===== src/rtl/pipe_stage_reg.sv =====
// rtl/pipe_stage_reg.sv - valid/ready pipeline stage register with req/flush; optional 2-entry skid buffer via PIPE_SKID_EN
module pipe_stage_reg #(
    parameter int          DATA_W   = 96,
    parameter int          EXC_W    = 5,
    parameter logic [31:0] PC_INIT  = 32'h0000_3000,
    parameter logic [31:0] EXC_ADDR = 32'h0000_4180
) (
    input  logic              clk,
    input  logic              reset,
    input  logic              req,
    input  logic              flush,
    input  logic              in_valid,
    output logic              in_ready,
    input  logic [31:0]       in_instr,
    input  logic [31:0]       in_PC,
    input  logic [DATA_W-1:0] in_data,
    input  logic [4:0]        in_wr_num,
    input  logic              in_wr_en,
    input  logic [EXC_W-1:0]  in_ExcCode,
    input  logic              in_BD,
    output logic              out_valid,
    input  logic              out_ready,
    output logic [31:0]       out_instr,
    output logic [31:0]       out_PC,
    output logic [DATA_W-1:0] out_data,
    output logic [4:0]        out_wr_num,
    output logic              out_wr_en,
    output logic [EXC_W-1:0]  out_ExcCode,
    output logic              out_BD
);

    typedef struct packed {
        logic [31:0]       instr;
        logic [31:0]       pc;
        logic [DATA_W-1:0] data;
        logic [4:0]        wr_num;
        logic              wr_en;
        logic [EXC_W-1:0]  exc_code;
        logic              bd;
    } entry_t;

    // A nop that still carries PC/BD so EPC and branch-delay info survive downstream.
    function automatic entry_t bubble(input logic [31:0] pc, input logic bd);
        entry_t e;
        e    = '0;
        e.pc = pc;
        e.bd = bd;
        return e;
    endfunction

    entry_t in_e;
    entry_t acc_e;
    entry_t m_q;
    entry_t m_d;
    logic   m_valid_q;
    logic   m_valid_d;
    logic   accept;
    logic   pop;

    always_comb begin
        in_e.instr    = in_instr;
        in_e.pc       = in_PC;
        in_e.data     = in_data;
        in_e.wr_num   = in_wr_num;
        in_e.wr_en    = in_wr_en;
        in_e.exc_code = in_ExcCode;
        in_e.bd       = in_BD;
        acc_e         = flush ? bubble(in_PC, in_BD) : in_e;
    end

    assign accept = in_valid & in_ready & ~req;
    assign pop    = m_valid_q & out_ready;

`ifdef PIPE_SKID_EN
    entry_t s_q;
    entry_t s_d;
    logic   s_valid_q;
    logic   s_valid_d;

    assign in_ready = ~s_valid_q;

    always_comb begin
        m_d       = m_q;
        m_valid_d = m_valid_q;
        s_d       = s_q;
        s_valid_d = s_valid_q;
        if (req) begin
            m_d       = bubble(EXC_ADDR, 1'b0);
            m_valid_d = 1'b1;
            s_valid_d = 1'b0;
        end else if (!m_valid_q || pop) begin
            if (s_valid_q) begin
                // Oldest entry (S) moves up first; a same-cycle accept backfills S.
                m_d       = s_q;
                m_valid_d = 1'b1;
                s_valid_d = accept;
                if (accept) begin
                    s_d = acc_e;
                end
            end else if (accept) begin
                m_d       = acc_e;
                m_valid_d = 1'b1;
            end else begin
                m_valid_d = 1'b0;
            end
        end else if (accept) begin
            s_d       = acc_e;
            s_valid_d = 1'b1;
        end
    end

    always_ff @(posedge clk) begin
        if (reset) begin
            s_q       <= '0;
            s_valid_q <= 1'b0;
        end else begin
            s_q       <= s_d;
            s_valid_q <= s_valid_d;
        end
    end
`else
    assign in_ready = ~m_valid_q | out_ready;

    always_comb begin
        m_d       = m_q;
        m_valid_d = m_valid_q;
        if (req) begin
            m_d       = bubble(EXC_ADDR, 1'b0);
            m_valid_d = 1'b1;
        end else if (!m_valid_q || pop) begin
            if (accept) begin
                m_d       = acc_e;
                m_valid_d = 1'b1;
            end else begin
                m_valid_d = 1'b0;
            end
        end
    end
`endif

    always_ff @(posedge clk) begin
        if (reset) begin
            m_q       <= bubble(PC_INIT, 1'b0);
            m_valid_q <= 1'b0;
        end else begin
            m_q       <= m_d;
            m_valid_q <= m_valid_d;
        end
    end

    assign out_valid   = m_valid_q;
    assign out_instr   = m_q.instr;
    assign out_PC      = m_q.pc;
    assign out_data    = m_q.data;
    assign out_wr_num  = m_q.wr_num;
    assign out_wr_en   = m_q.wr_en;
    assign out_ExcCode = m_q.exc_code;
    assign out_BD      = m_q.bd;

endmodule


===== config.mk =====
export PLATFORM = sky130hd
export DESIGN_NAME = pipe_stage_reg
export DESIGN_NICKNAME = d
export VERILOG_FILES = /design/src/rtl/pipe_stage_reg.sv
export SDC_FILE = /design/constraint.sdc
export NUM_CORES = 1
export LEC_CHECK = 0
export ABC_CLOCK_PERIOD_IN_PS = 1330
export CAP_MARGIN = 30
export CORE_AREA = 2 2 135 137
export CTS_CLUSTER_SIZE = 16
export DETAILED_ROUTE_END_ITERATION = 8
export DIE_AREA = 0 0 137 139
export DONT_BUFFER_PORTS = 1
export GPL_TIMING_DRIVEN = 0
export HOLD_SLACK_MARGIN = 0.05
export SETUP_SLACK_MARGIN = 0.5
export SLEW_MARGIN = 0
export SYNTH_ARGS = -nofsm -noshare
export SYNTH_HDL_FRONTEND = slang
export SYNTH_SLANG_ARGS = --single-unit

===== constraint.sdc =====
create_clock -name clk -period 1.33 [get_ports clk]
set_input_delay 0.0665 -clock clk [delete_from_list [all_inputs] [get_ports clk]]
set_output_delay 0.0665 -clock clk [all_outputs]
set_load 0.01 [all_outputs]

==> out/results.txt <==
Post-synth ARST share -> 0%
Worst Tran Pin Value -> 770 ps
Worst path max stage delay -> 380 ps
Initial DRC Count -> 458
P per Cell Area -> 1150 nW/um2
Yosys reg bits -> 173
Tcrit/Tclk final -> 108%
number of synthesized flops with an enable pin -> 0
first-pass GRT wire length -> 40,900 um
Synth-to-Final Area Change -> 44.3%
clock network fraction of total power -> 41.0%
synth warn -> 0
GP Congestion -> 0.867
Final min period -> 1430 ps
dpl ws -> -111 ps
RSZ-0062 raised after global routing -> true
Routed WL -> 27,800 um
worst-path cell chain -> nor2b_4 > buf_4 > clkbuf_16 > clkbuf_8 > o21ai_0 > a21oi_1
syn nets -> 981
Max Clock Freq -> 698 MHz
GRT overflow -> 0
status -> finished with violations
area of the core -> 17,700 um2
crit path kind -> reg -> reg
Syn Inst Count -> 803
vias in the first global route -> 7,657
die area -> 19,000 um2
crit start category -> register
largest area contributor in the netlist -> dfxtp_1
Slew headroom -> 48.7%
CTS tree -> built
HPWL Detailed -> 18,000 um
leak pwr -> 3.48 nW
final setup fails -> 166
Max VDD drop -> 858 uV
layout cells sized above 1 -> 13.4%
WL/cell -> 22.2 um
critical path's slowest cell -> dfxtp_4
Top Ports -> 352
CTS root buffer -> clkbuf_16
Die H -> 139 um
Starting Density -> 40.7%
IO Port Bufs -> 0
DR pass1 iterations -> 5
HP Class -> in -> reg
maxcap violations -> 0
drt drc -> 0
critical path data arrival time -> 1790 ps
synthesized cell area -> 7180 um2
CP required -> 1680 ps
Worst Path Max Fanout -> 10
failing checks -> setup timing
drt via density -> 6.10
most common cell in the netlist -> dfxtp_1
sequential fraction of design power -> 45.7%
Cell Rows -> 49
CTS sink count -> 173
largest net degree at the start of global routing -> 17
GRT Util Overall -> 27.4%
GRT busiest layer -> met2
fin worst setup slack -> -103 ps
Yosys cell types -> 19
final-report hold violation count -> 0
mean post-synth cell area -> 8.94 um2
initial antenna violation count -> 2
Layout Skew -> 13.9 ps
Critical Path Sink Type -> register
final hold slack -> 101 ps
worst skew pair latency -> 430 ps
Cell Int Power -> 8.88 mW
met1 Track Usage GR -> 29.0%
P_sw -> 3.07 mW
Die X -> 137 um
remaining antenna violation count -> 0
combinational cell fraction of total power -> 13.3%
Inserted Clock Buffers -> 17
Vias -> 7,649
Seq/Total Area, Yosys -> 48.2%
Area contributors post-synth -> dfxtp_1 (48%), nand4b_1 (17%), o21ai_0 (12%)
met3 GRT Util -> 9.03%
H-tree levels -> 4
Post-DP Area -> 7620 um2
final instance area -> 10,400 um2
synth cell count leaders -> dfxtp_1 (173), o21ai_0 (170), a21oi_1 (167), nand4b_1 (139), clkbuf_1 (66)
Final Net Count -> 1,188
ys flop type -> dfxtp_1
CTS max path bufs -> 2
switching share of power -> 25.7%
Slew Viols, Final -> 0
clock-pin slew on the worst setup and hold paths -> 70 ps
grt met2 use -> 48.4%
post-synth top area share -> 48.2%
worst paths after layout:
path	startpoint	end	slack, ps	depth (start not counted)
worst min-delay path	out_ready	out_PC[13]	100	4
worst max register to register	out_valid	out_instr[17]	-100	6
worst max-delay path	out_valid	out_instr[17]	-100	6
worst min register to register	out_instr[8]	out_instr[8]	520	2
cell families after synthesis:
group,Yosys count,share of synthesized area (%)
buffers and inverters,112,7.94
AND/OR/NAND/NOR,173,19.4
flip-flops,173,48.2
AO/OA/AOI/OAI,345,24.4
through the flow:
stage	util (%)	instances	TNS, ps	power (mW)
floorplan	-	803	0	6.25
global placement	43.2	1032	-1270	6.49
detailed placement	43.2	1032	-9580	6.54
CTS	58.1	1248	-3150	11.9
global route	58.7	1253	-13260	12.4
finish	58.7	1253	-5990	11.9
worst max-delay path: cells and delay by family, from the launching register on:
family	cells	cell delay, ps
AND/OR/NAND/NOR	1	200
AO/OA/AOI/OAI	2	270
flip-flops	1	380
buffers and inverters	3	490
power groups by stage:
stage          combinational [mW]  clock [mW]  sequential (mW)
6_report                     1.59        4.90             5.46
5_1_grt                      1.70        5.19             5.47
4_1_cts                      1.52        4.93             5.46
3_5_place_dp                0.965           0             5.57
3_3_place_gp                0.923           0             5.57
2_1_floorplan               0.726           0             5.53
layout make-up:
type | instances | area [um2]
Timing Repair Buffer | 188 | 1910
Buffer | 109 | 862
Clock buffer | 22 | 484
Antenna cell | 2 | 5.00
Sequential cell | 173 | 3470
Multi-Input combinational cell | 518 | 3240
Inverter | 3 | 16.3
Tap cell | 229 | 287
Clock inverter | 9 | 86.3
Fill cell | 1410 | 7300
placed cells by master, fill, tap and decap left out:
master and n:
dlygate4sd3_1 176, dfxtp_1 168, o21ai_0 164, a21oi_1 163, nand4b_1 139, clkbuf_1 42
clkbuf_8 22, buf_6 19, clkbuf_16 19, nand3_1 18, buf_2 15, nand3_2 13
buf_4 9, clkbuf_2 8, o21ai_1 6, buf_8 5, a21oi_2 4, dfxtp_2 4
clkinv_4 3, buf_12 3, a31oi_1 3, clkinv_2 3, diode_2 2, o211a_1 2
a311o_1 2, clkinvlp_4 2, nor2b_4 1, inv_2 1, or2_1 1, inv_1 1
nor2_2 1, a31oi_2 1, inv_6 1, bufinv_16 1, buf_16 1, dfxtp_4 1
layer usage:
metal / wire (um) / vias to the layer above / part of all wire [%]
met2: 13900 / 433 / 50
li1: - / 3423 / -
met4: 1110 / 0 / 4.0
met3: 2570 / 84 / 9.3
met5: 0 / - / 0
met1: 10200 / 3709 / 37
state kept, by name, indices dropped and copies added (netlist names):
| name | flops |
|---|---|
| out_ExcCode | 5 |
| out_instr | 32 |
| out_PC | 32 |
| out_data | 96 |
| out_wr_num | 5 |
| out_valid | 1 |
| out_wr_en | 1 |
| out_BD | 1 |
timing repair:
item | 4_1_cts | 5_1_grt
setup buffers | 6 | 0
gates cloned | 3 | 3
resized for setup | 60 | 14
pin swaps | 5 | 4
setup endpoints to repair | 347 | 347
hold buffers | 176 | 0
endpoints found under the hold margin | 173 | 0
Power figures use the tool's default switching activity.
